==> src/rtl/hazard_stall_ctrl_pkg.sv <==
`default_nettype none
// ============================================================================
// Module  : hazard_stall_ctrl_pkg
// Brief   : Shared CPU definitions for the hazard/stall controller: memory-wait
//           FSM state encoding and default register-address width.
// Revision: 1.0 - initial release
// ============================================================================
package hazard_stall_ctrl_pkg;

  // Default architectural register-address width (32 registers)
  localparam int REG_W_DEF = 5;

  // Memory-wait FSM state encoding
  typedef enum logic [0:0] {
    IDLE     = 1'b0,
    MEM_WAIT = 1'b1
  } mem_state_e;

endpackage : hazard_stall_ctrl_pkg
`default_nettype wire

==> src/rtl/hazard_src_match.sv <==
`default_nettype none
// ============================================================================
// Module  : hazard_src_match
// Brief   : Per-operand comparator. Flags when a live, non-zero ID source
//           register equals the EX or MEM destination register.
// Revision: 1.0 - initial release
// ============================================================================
module hazard_src_match
  import hazard_stall_ctrl_pkg::*;
#(
  parameter int REG_W = REG_W_DEF
) (
  input  logic [REG_W-1:0] src_i,
  input  logic             used_i,
  input  logic [REG_W-1:0] ex_dst_i,
  input  logic [REG_W-1:0] mem_dst_i,
  output logic             ex_hit_o,
  output logic             mem_hit_o
);

  logic w_live;

  // Register 0 is hard-wired to zero, so it can never carry a dependency
  always_comb begin
    w_live    = used_i && (src_i != '0);
    ex_hit_o  = w_live && (src_i == ex_dst_i);
    mem_hit_o = w_live && (src_i == mem_dst_i);
  end

endmodule : hazard_src_match
`default_nettype wire

==> src/rtl/hazard_stall_ctrl.sv <==
`default_nettype none
// ============================================================================
// Module  : hazard_stall_ctrl
// Brief   : Pipeline hazard and stall controller. Detects load-use and
//           branch-operand hazards, freezes the pipe on data-memory waits,
//           raises a sticky memory timeout and keeps saturating counters of
//           stall and flush cycles.
// Revision: 1.0 - initial release
// ============================================================================
module hazard_stall_ctrl
  import hazard_stall_ctrl_pkg::*;
#(
  parameter int REG_W   = REG_W_DEF,
  parameter int NUM_SRC = 2,
  parameter int CNT_W   = 16,
  parameter int MEM_TMO = 255
) (
  input  logic                     clk,
  input  logic                     rst_n,
  input  logic [NUM_SRC*REG_W-1:0] id_src,
  input  logic [NUM_SRC-1:0]       id_src_used,
  input  logic                     id_branch,
  input  logic                     id_jump,
  input  logic                     br_taken,
  input  logic                     ex_regwrite,
  input  logic                     ex_memread,
  input  logic [REG_W-1:0]         ex_dst,
  input  logic                     mem_memread,
  input  logic [REG_W-1:0]         mem_dst,
  input  logic                     mem_req,
  input  logic                     mem_ready,
  output logic                     pc_write,
  output logic                     ifid_write,
  output logic                     ctrl_bubble,
  output logic                     pipe_freeze,
  output logic                     if_flush,
  output logic                     mem_timeout,
  output logic [CNT_W-1:0]         stall_cnt,
  output logic [CNT_W-1:0]         flush_cnt
);

  // Timeout counter only needs to reach MEM_TMO; it holds there afterwards
  localparam int TMO_W = $clog2(MEM_TMO + 1);

  mem_state_e         state_q, state_d;
  logic [TMO_W-1:0]   tmo_q, tmo_d;
  logic               timeout_q, timeout_d;
  logic [CNT_W-1:0]   stall_q, stall_d;
  logic [CNT_W-1:0]   flush_q, flush_d;

  logic [NUM_SRC-1:0] w_ex_hit;
  logic [NUM_SRC-1:0] w_mem_hit;
  logic               w_load_use;
  logic               w_br_dep;
  logic               w_freeze;

  // One comparator per ID source operand
  generate
    for (genvar k = 0; k < NUM_SRC; k++) begin : g_src
      hazard_src_match #(
        .REG_W (REG_W)
      ) u_match (
        .src_i     (id_src[k*REG_W +: REG_W]),
        .used_i    (id_src_used[k]),
        .ex_dst_i  (ex_dst),
        .mem_dst_i (mem_dst),
        .ex_hit_o  (w_ex_hit[k]),
        .mem_hit_o (w_mem_hit[k])
      );
    end
  endgenerate

  // Hazard classification; branches resolve in ID so they also wait on an
  // ALU result in EX or a load still in MEM
  always_comb begin
    w_load_use = ex_memread && (|w_ex_hit);
    w_br_dep   = id_branch && ((ex_regwrite && (|w_ex_hit)) ||
                               (mem_memread && (|w_mem_hit)));
    w_freeze   = ((state_q == MEM_WAIT) && !mem_ready) ||
                 ((state_q == IDLE) && mem_req && !mem_ready);
  end

  // Next-state and control outputs: freeze beats data hazard beats flush
  always_comb begin
    state_d     = state_q;
    pc_write    = 1'b1;
    ifid_write  = 1'b1;
    ctrl_bubble = 1'b0;
    pipe_freeze = 1'b0;
    if_flush    = 1'b0;

    case (state_q)
      IDLE:     if (mem_req && !mem_ready) state_d = MEM_WAIT;
      MEM_WAIT: if (mem_ready)             state_d = IDLE;
      default:                             state_d = IDLE;
    endcase

    if (w_freeze) begin
      pc_write    = 1'b0;
      ifid_write  = 1'b0;
      pipe_freeze = 1'b1;
    end else if (w_load_use || w_br_dep) begin
      pc_write    = 1'b0;
      ifid_write  = 1'b0;
      ctrl_bubble = 1'b1;
    end else begin
      if_flush    = id_jump || (id_branch && br_taken);
    end
  end

  // Timeout, sticky flag and saturating performance counters
  always_comb begin
    tmo_d     = tmo_q;
    timeout_d = timeout_q;
    stall_d   = stall_q;
    flush_d   = flush_q;

    if (state_q == IDLE) begin
      tmo_d = '0;
    end else if (tmo_q != TMO_W'(MEM_TMO)) begin
      tmo_d = tmo_q + TMO_W'(1);
    end
    if ((state_q == MEM_WAIT) && (tmo_d == TMO_W'(MEM_TMO))) begin
      timeout_d = 1'b1;
    end

    if (!pc_write && (stall_q != '1)) stall_d = stall_q + CNT_W'(1);
    if (if_flush  && (flush_q != '1)) flush_d = flush_q + CNT_W'(1);
  end

  // State and counter registers with asynchronous active-low reset
  always_ff @(posedge clk or negedge rst_n) begin
    if (!rst_n) begin
      state_q   <= IDLE;
      tmo_q     <= '0;
      timeout_q <= 1'b0;
      stall_q   <= '0;
      flush_q   <= '0;
    end else begin
      state_q   <= state_d;
      tmo_q     <= tmo_d;
      timeout_q <= timeout_d;
      stall_q   <= stall_d;
      flush_q   <= flush_d;
    end
  end

  assign mem_timeout = timeout_q;
  assign stall_cnt   = stall_q;
  assign flush_cnt   = flush_q;

endmodule : hazard_stall_ctrl
`default_nettype wire

==> config.mk <==
export PLATFORM = sky130hd
export DESIGN_NAME = hazard_stall_ctrl
export DESIGN_NICKNAME = d
export VERILOG_FILES = /design/src/rtl/hazard_stall_ctrl_pkg.sv /design/src/rtl/hazard_src_match.sv /design/src/rtl/hazard_stall_ctrl.sv
export SDC_FILE = /design/constraint.sdc
export NUM_CORES = 1
export LEC_CHECK = 0
export ABC_AREA = 1
export CAP_MARGIN = 10
export CORE_UTILIZATION = 54
export CTS_CLUSTER_DIAMETER = 200
export DETAILED_ROUTE_END_ITERATION = 6
export PLACE_DENSITY = 0.89
export RECOVER_POWER = 25
export SYNTH_ARGS = -nofsm -noshare
export SYNTH_HDL_FRONTEND = slang
export SYNTH_SLANG_ARGS = --single-unit
==> constraint.sdc <==
create_clock -name clk -period 2.38 [get_ports clk]
set_input_delay 0.238 -clock clk [delete_from_list [all_inputs] [get_ports clk]]
set_output_delay 0.238 -clock clk [all_outputs]
set_load 0.03 [all_outputs]
==> results.txt <==
outcome -> finished, final reports clean
Power Density -> 579.0 nW/um^2
final instance area -> 3759 um^2
Netlist Area Pre-Place -> 2955 um^2
Worst Setup SP -> id_src[8]
Synth Instances -> 402
Leakage -> 0.001770 uW
Clock Tree Root -> clkbuf_8
unrepaired setup endpoints after global routing -> false
clock network power share -> 26.7%
WL per Instance -> 12.68 um
via count -> 2852
layout net count -> 505
share of layout cells above drive strength 1 -> 10.00%
syn_nets -> 437
CTS tree -> done
final setup vio count -> 0
Initial Utilization -> 56.78%
Worst path slowest cell -> clkdlybuf4s50_1
fin worst setup slack -> 0.1822 ns
clk slew on worst S/H paths -> 0.08 ns
Max Fclk -> 455.0 MHz
critical path capture point -> ifid_write
Layout Utilization -> 72.21%
switching share of power -> 34.73%
Num CTS Buffers -> 5
cell taking the most area after synthesis -> dfrtp_1
# DRC -> 0
core region area -> 5205 um^2
launch point of the worst reg-to-reg path -> flush_cnt[0]$_DFFE_PN0P_
number of setup buffers added after CTS -> 0
top cell type's share of synthesized area -> 35.56%
top cells by area, synth -> dfrtp_1 36%, nand2_1 14%, nand3_1 8.1%
initial drt markers -> 310
critical path cell sequence -> clkdlybuf4s50_1 > nor2_1 > nand3b_1 > nand2_1 > inv_1 > nand3_1 > nand2_1 > nand2_1 > nand2_2 > nor2_4 > buf_4
Worst-Skew Late Latency -> 0.29 ns
most common cell after layout, fill and taps aside -> nand2_1
HP Class -> in2async
gp weighted congestion -> 0.8958
Max FO, Critical Path -> 19
Remaining Overflow, GRT -> 0
Placed Area -> 3646 um^2
most frequent cells in the layout -> 109 x nand2_1, 64 x clkdlybuf4s50_1, 48 x nand3_1, 42 x nor2_1, 42 x dfrtp_1
syn_area_per_cell -> 7.352 um^2
largest net degree at the start of global routing -> 43
Reg2Reg Setup Slack -> 0.48 ns
Final ANT Viol Nets -> 0
Startpoint Class -> input pin
GRT Total Usage -> 24.76%
number of buffers added on ports -> 69
WS Path Type -> in2out
worst reg2reg path depth -> 10
delay of the slowest critical-path stage -> 0.47 ns
critical path data required time -> 2.14 ns
num rows -> 26
cts hold-fix bufs -> 0
drt first pass iters -> 4
clk_skew -> 0.006828 ns
Tcrit/Tclk final -> 92.34%
Least-Margin Pin Slew -> 1.039 ns
Setup TNS -> 0 ns
Final Max Tran Viols -> 0
Synth warnings -> 0
clk buf depth -> 2
ANT cells -> 0
first-pass GRT wire length -> 11.81 mm
Hold Vio Cnt, Final -> 0
VDD IR max -> 0.6600 mV
Die X -> 75.98 um
vias in the first global route -> 2656
die height -> 75.98 um
Setup WS pre-CTS -> 0.09108 ns
MaxCap Viol Count -> 0
Seq/Total Area, Yosys -> 35.56%
combinational group share of total power -> 31.4%
io pins -> 70
most frequent CP cell -> nand2_1
initial antenna violation count -> 0
slew margin rel. -> 30.71%
register bit total from synthesis -> 42
vias per inst -> 5.281
sequential power share -> 41.9%
# clock sinks -> 42
CP arrival -> 1.96 ns
min cycle time layout -> 2.198 ns
die area -> 5773 um^2
placed cell count -> 533
count of cell types in the netlist -> 31
Pint -> 1420 uW
DP HPWL -> 5.169 mm
final wirelength -> 6.847 mm
Switching Power -> 755.9 uW
H-tree levels -> 2
Non-Filler Instances -> 540
synthesis-to-layout area growth -> 27.18%
critical path capture point type -> primary output
CTS resizes -> 0
R2R Path End -> flush_cnt[7]$_DFFE_PN0P_
## worst min-delay path by stage
stage	end	from	slack [ns]
6_report	flush_cnt[5]$_DFFE_PN0P_	rst_n	0.12
3_3_place_gp	flush_cnt[8]$_DFFE_PN0P_	rst_n	0.43
2_1_floorplan	flush_cnt[0]$_DFFE_PN0P_	rst_n	-0.06
5_1_grt	stall_cnt[5]$_DFFE_PN0P_	rst_n	0.20
4_1_cts	stall_cnt[11]$_DFFE_PN0P_	rst_n	0.12
3_5_place_dp	flush_cnt[8]$_DFFE_PN0P_	rst_n	0.44
## cell type report
cell class	instances	area, um^2
Timing Repair Buffer	71	690.7
Inverter	44	165.2
Fill cell	428	1446
Sequential cell	42	1051
Clock buffer	6	82.58
Tap cell	70	87.58
Multi-Input combinational cell	306	1652
Clock inverter	1	30.03
## registers in the layout (all words and copies together), names as in the netlist
name / count
flush_cnt: 16
tmo_q: 8
state_q: 1
mem_timeout: 1
stall_cnt: 16
## synth_stat cells
| cell type | instances |
|---|---|
| nand4_1 | 21 |
| nand3b_1 | 4 |
| a21o_1 | 1 |
| inv_2 | 6 |
| nand3_1 | 48 |
| nand2_1 | 109 |
| nand2_2 | 11 |
| inv_1 | 38 |
| nor4_1 | 1 |
| dfrtp_1 | 42 |
| xor2_1 | 19 |
| nor3_2 | 4 |
| nand3_2 | 4 |
| nor2_2 | 3 |
| a21oi_1 | 6 |
| nand2_8 | 2 |
| and3_1 | 1 |
| nor2_1 | 42 |
| nor3_1 | 3 |
| o21ai_0 | 4 |
| buf_6 | 3 |
| xnor2_1 | 15 |
| nor2_4 | 2 |
| buf_1 | 1 |
| buf_2 | 3 |
| buf_12 | 1 |
| nand4_4 | 1 |
| ha_1 | 3 |
| o21ai_1 | 1 |
| and2_1 | 1 |
| buf_4 | 2 |
## power groups by stage
| stage | registers, uW | logic [uW] | clock network (uW) |
|---|---|---|---|
| floorplan | 1040 | 278 | 0 |
| global placement | 920 | 669 | 0 |
| detailed placement | 923 | 687 | 0 |
| CTS | 910 | 688 | 596 |
| global route | 930 | 740 | 628 |
| finish | 912 | 683 | 581 |
## worst max-delay path, delay by kind of cell
| kind | cells | cell delay, ns |
|---|---|---|
| simple gates | 8 | 0.95 |
| buf+inv | 3 | 0.75 |
## cell families after synthesis
group                      share of synthesized area (%)
adders and majority gates                          1.270
AOI/OAI and AO/OA                                  2.117
xor gates and xnor gates                           10.08
and+or+nand+nor                                    42.42
buffers and inverters                              8.552
DFF                                                35.56
## metrics by stage
step / total power [uW] / hold slack, ns
2_1_floorplan: 1322 / -0.05759
5_1_grt: 2299 / 0.1951
6_report: 2176 / 0.1157
3_5_place_dp: 1610 / 0.4391
4_1_cts: 2194 / 0.1160
3_3_place_gp: 1588 / 0.4332
## per-layer routing
metal | vias to the layer above | global-route usage, % | routed length, um
li1 | 1422 | - | -
met4 | 0 | 5.192 | 26
met5 | - | 0 | 0
met2 | 79 | 44.73 | 3582
met3 | 4 | 5.030 | 321
met1 | 1347 | 30.50 | 2917
Note: power is estimated with default switching activity, not from simulation.
==> RTL change 1 (same settings) <==
Put one more register stage on the output `stall_cnt`, without a reset. The value now appears one clock later. The other outputs are not delayed to match.
--- a/src/rtl/hazard_stall_ctrl.sv
+++ b/src/rtl/hazard_stall_ctrl.sv
@@ -146,7 +146,9 @@
   end
 
   assign mem_timeout = timeout_q;
-  assign stall_cnt   = stall_q;
+  always_ff @(posedge clk) begin
+    stall_cnt <= stall_q;
+  end
   assign flush_cnt   = flush_q;
 
 endmodule : hazard_stall_ctrl
Behaviour: not the same (a bounded check fails within 4 cycles, from zero or initial values and one cycle with rst_n low).
==> RTL change 1 against the unedited design <==
  * Setup slack better by 52 ps
  * Area after synthesis is 14% higher
  * Cell area is 14% higher
  * Synthesized cell count is 3.2% higher
  * Register-to-register slack worse by 60 ps
  * Wire length is 9.7% higher
  * Largest power group unchanged
  * Sequential cell count is 16 higher
  * Power is 35% higher
==> RTL change 1: results (changes against the unedited design) <==
The area share of the largest cell type after synthesis came out at 31.30% (was 35.56%). The met3 usage in global routing came out at 6.742% (was 5.030%). The post-synthesis xor/xnor area fraction is 9.911% (was 10.08%).

The portion of the post-synthesis area used by sequential elements came to 40.83% (was 35.56%). The number of vias in the routed layout came out at 2975 (was 2852). The async set-reset flop share out of synthesis is 72.41% (was 100.0%). The sum of met2 wire segment lengths after detailed routing came out at 4.011 mm (was 3.582 mm). The static leakage is 1.947 nW (was 1.770 nW). The synthesized-area fraction occupied by adder cells is 1.118% (was 1.270%). The number of global-route vias before repair is 2930 (was 2656). The cell total after placement is 551 (was 533). The number of nets produced by synthesis is 450 (was 437).

The latest clock arrival within the worst-skew pair is 340 ps (was 290 ps). The total track usage is 25.71% (was 24.76%). Run status: complete, no violations (unchanged). The wire length on met3 came out at 365 um (was 321 um). The number of nets in the layout came out at 522 (was 505). The met1 capacity usage during global routing is 28.68% (was 30.50%). The global routing usage on met2 is 46.39% (was 44.73%).

The maximum level of the CTS H-tree is 3 (was 2). The fraction of layout instances using a drive strength above 1 came to 13.82% (was 10.00%). The first-iteration detailed-routing DRC count is 199 (was 310).

Leading cell types by total area after synthesis: sky130_fd_sc_hd__dfrtp_1, sky130_fd_sc_hd__nand2_1, sky130_fd_sc_hd__dfxtp_1, sky130_fd_sc_hd__nand3_1, sky130_fd_sc_hd__xor2_1 (was sky130_fd_sc_hd__dfrtp_1, sky130_fd_sc_hd__nand2_1, sky130_fd_sc_hd__nand3_1, sky130_fd_sc_hd__xor2_1, sky130_fd_sc_hd__nor2_1). The fraction of the mapped netlist area in compound gates is 1.714% (was 2.117%). Commonest cells post-synth: sky130_fd_sc_hd__nand2_1, sky130_fd_sc_hd__nand3_1, sky130_fd_sc_hd__dfrtp_1, sky130_fd_sc_hd__nor2_1, sky130_fd_sc_hd__inv_1 (unchanged). The CTS buffer count came out at 9 (was 5). The number of non-filler instances in the completed layout is 567 (was 540).

The number of library cell types mapped by synthesis is 39 (was 31). The HPWL after detailed placement is 5.435 mm (was 5.169 mm). The final-layout fill cell count is 459 (was 428).

The wire length of the first global-routing pass is 12.88 mm (was 11.81 mm). The number of detailed-routing iterations run before antenna repair came out at 5 (was 4). The total routed wire length on the met1 layer is 2.957 mm (was 2.917 mm).
[RTL change 1: layout make-up]
class	instances	area (um2)	area share (%)
flip-flops and latches	58	1371	32.08
well taps	75	93.84	2.195
repair buffers	70	683.2	15.98
clock buffers	9	123.9	2.897
clock inverters	7	102.6	2.400
inverters	42	173.9	4.068
multi-input cells	306	1727	40.39
[RTL change 1: cells by family (layout without fill, tap and decap cells)]
group	count (synthesis)	count (layout)
AND/OR/NAND/NOR	254	254
flip-flops	58	58
buffers and inverters	51	128
XOR/XNOR	38	38
AO/OA/AOI/OAI	11	11
adder cells (fa/ha/maj)	3	3
[RTL change 1: through the flow]
stage / hold slack [ps] / setup WS, ps / power, mW / area (um2)
6_report: 82.97 / 234.5 / 2.949 / 4275
5_1_grt: 170.4 / 71.62 / 3.093 / 4275
3_5_place_dp: 395.0 / 217.4 / 1.951 / 4049
3_3_place_gp: 385.8 / 293.7 / 1.927 / 4049
2_1_floorplan: -57.59 / 564.0 / 1.654 / 3358
4_1_cts: 64.99 / 242.5 / 2.968 / 4275
[RTL change 1: final timing paths]
path | end | from | depth (start not counted) | slack [ps]
max | pc_write | id_src[6] | 11 | 230
min | state_q | rst_n | 1 | 80
max reg2reg | stall_q[3] | stall_q[0] | 7 | 420
min reg2reg | stall_cnt[15] | stall_q[15] | 0 | 420
max in group asynchronous | stall_q[3] | rst_n | 1 | 1640
min in group clk | stall_cnt[15] | stall_q[15] | 0 | 420
[RTL change 1: power by group through the flow]
stage	combinational, mW	sequential [mW]	clock [mW]
after floorplan	0.297	1.36	0
after global placement	0.693	1.23	0
after detailed placement	0.709	1.24	0
after CTS	0.712	1.22	1.03
after global routing	0.768	1.25	1.08
final	0.708	1.23	1.01
==> RTL change 2 (config.mk and constraints unchanged) <==
Made on the original files. The parameter `MEM_TMO` goes from 255 to 510.
--- a/src/rtl/hazard_stall_ctrl.sv
+++ b/src/rtl/hazard_stall_ctrl.sv
@@ -13,7 +13,7 @@
   parameter int REG_W   = REG_W_DEF,
   parameter int NUM_SRC = 2,
   parameter int CNT_W   = 16,
-  parameter int MEM_TMO = 255
+  parameter int MEM_TMO = 510
 ) (
   input  logic                     clk,
   input  logic                     rst_n,
Check against the original RTL: no difference found for any inputs over 10 cycles, from zero or initial values and one cycle with rst_n low; that may be too few to reach the edited logic, so the function may still have changed.
==> RTL change 2 against the unedited design <==
  * Cell area rose by 3.0%
  * Global-route usage up 1.5 points
  * Wire length is 8.5% higher
  * Critical path depth stayed put
  * Synthesized cell count up 1.2%
  * Sequential cell count up 1
  * Power decreased by 5.3%
  * First-iteration DRC count fell by 27%
  * Area after synthesis rose by 4.8%
  * Setup slack got worse by 13 ps
  * Maximum frequency down 0.57%
  * Critical path type unchanged
  * Critical endpoint unchanged
==> RTL change 2: results (changes against the unedited design) <==
The sequential cell power is 915 uW (was 912 uW). Leading cell types by total area after synthesis: sky130_fd_sc_hd__dfrtp_1, sky130_fd_sc_hd__nand2_1, sky130_fd_sc_hd__nand3_1, sky130_fd_sc_hd__xor2_1, sky130_fd_sc_hd__xnor2_1 (was sky130_fd_sc_hd__dfrtp_1, sky130_fd_sc_hd__nand2_1, sky130_fd_sc_hd__nand3_1, sky130_fd_sc_hd__xor2_1, sky130_fd_sc_hd__nor2_1). The number of cells on the worst reg-to-reg path came out at 7 (was 10). The post-layout minimum cycle time is 2210 ps (was 2198 ps). The latest clock arrival within the worst-skew pair came to 310 ps (was 290 ps).

The HPWL after detailed placement is 5.480 mm (was 5.169 mm). Commonest cells post-synth: sky130_fd_sc_hd__nand2_1, sky130_fd_sc_hd__dfrtp_1, sky130_fd_sc_hd__nor2_1, sky130_fd_sc_hd__inv_1, sky130_fd_sc_hd__nand3_1 (was sky130_fd_sc_hd__nand2_1, sky130_fd_sc_hd__nand3_1, sky130_fd_sc_hd__dfrtp_1, sky130_fd_sc_hd__nor2_1, sky130_fd_sc_hd__inv_1). The sum of met2 wire segment lengths after detailed routing came out at 3.726 mm (was 3.582 mm). The clock network area share is 2.100% (was 2.996%). The number of nets in the layout is 511 (was 505). The utilization after layout is 70.32% (was 72.21%). The placed standard-cell area is 3791 um2 (was 3646 um2). The tightest slew margin relative to the limit is 27.77% (was 30.71%).

The final-layout fill cell count was 446 (was 428). The setup slack of the worst register-to-register path came out at 440 ps (was 480 ps). Run status: complete, no violations (unchanged).

The smallest hold slack came out at 123.9 ps (was 115.7 ps). The worst ir drop on vdd came out at 507.3 uV (was 660.0 uV). The pin count of the biggest net entering global routing is 44 (was 43). The static leakage came out at 1.819 nW (was 1.770 nW).

The worst clock skew on the final layout came to 8.138 ps (was 6.828 ps). The area share of the largest cell type after synthesis came out at 34.75% (was 35.56%). The power of the combinational group is 681 uW (was 683 uW).

The maximum fanout along the worst path is 28 (was 19). The number of vias per cell is 5.292 (was 5.281). The power density over cell area came out at 532.1 nW/um2 (was 579.0 nW/um2).

The number of ordinary and repair buffers in the finished layout is 70 (was 71). The clock buffer instance count of the final layout came out at 7 (was 6). The count of multi-input combinational gates is 308 (was 306).

The cell total after placement came out at 540 (was 533). The worst setup path startpoint is id_src[6] (was id_src[8]).
RTL change 2: changes by cell type in the layout (fill, tap and decap cells not counted), moves of 4 or more:
cell / unedited run / this run
sky130_fd_sc_hd__o21ai_0: 4 / 0
sky130_fd_sc_hd__nand2_2: 11 / 23
sky130_fd_sc_hd__xnor2_1: 15 / 19
sky130_fd_sc_hd__nand3_1: 48 / 39
sky130_fd_sc_hd__nand2_1: 109 / 105
RTL change 2: logic make-up (layout without fill, tap and decap cells):
| family | after synthesis | after routing | synth area share [%] |
|---|---|---|---|
| buffers and inverters | 56 | 125 | 8.404 |
| flip-flops | 43 | 43 | 34.75 |
| AND/OR/NAND/NOR | 256 | 256 | 42.51 |
| AO/OA/AOI/OAI | 8 | 8 | 1.414 |
| adder cells (fa/ha/maj) | 4 | 4 | 1.616 |
| XOR/XNOR | 40 | 40 | 11.31 |
RTL change 2: critical path: cells and delay by family:
kind                   cells  cell delay (ps)
and+or+nand+nor            8              960
buffers and inverters      3              770
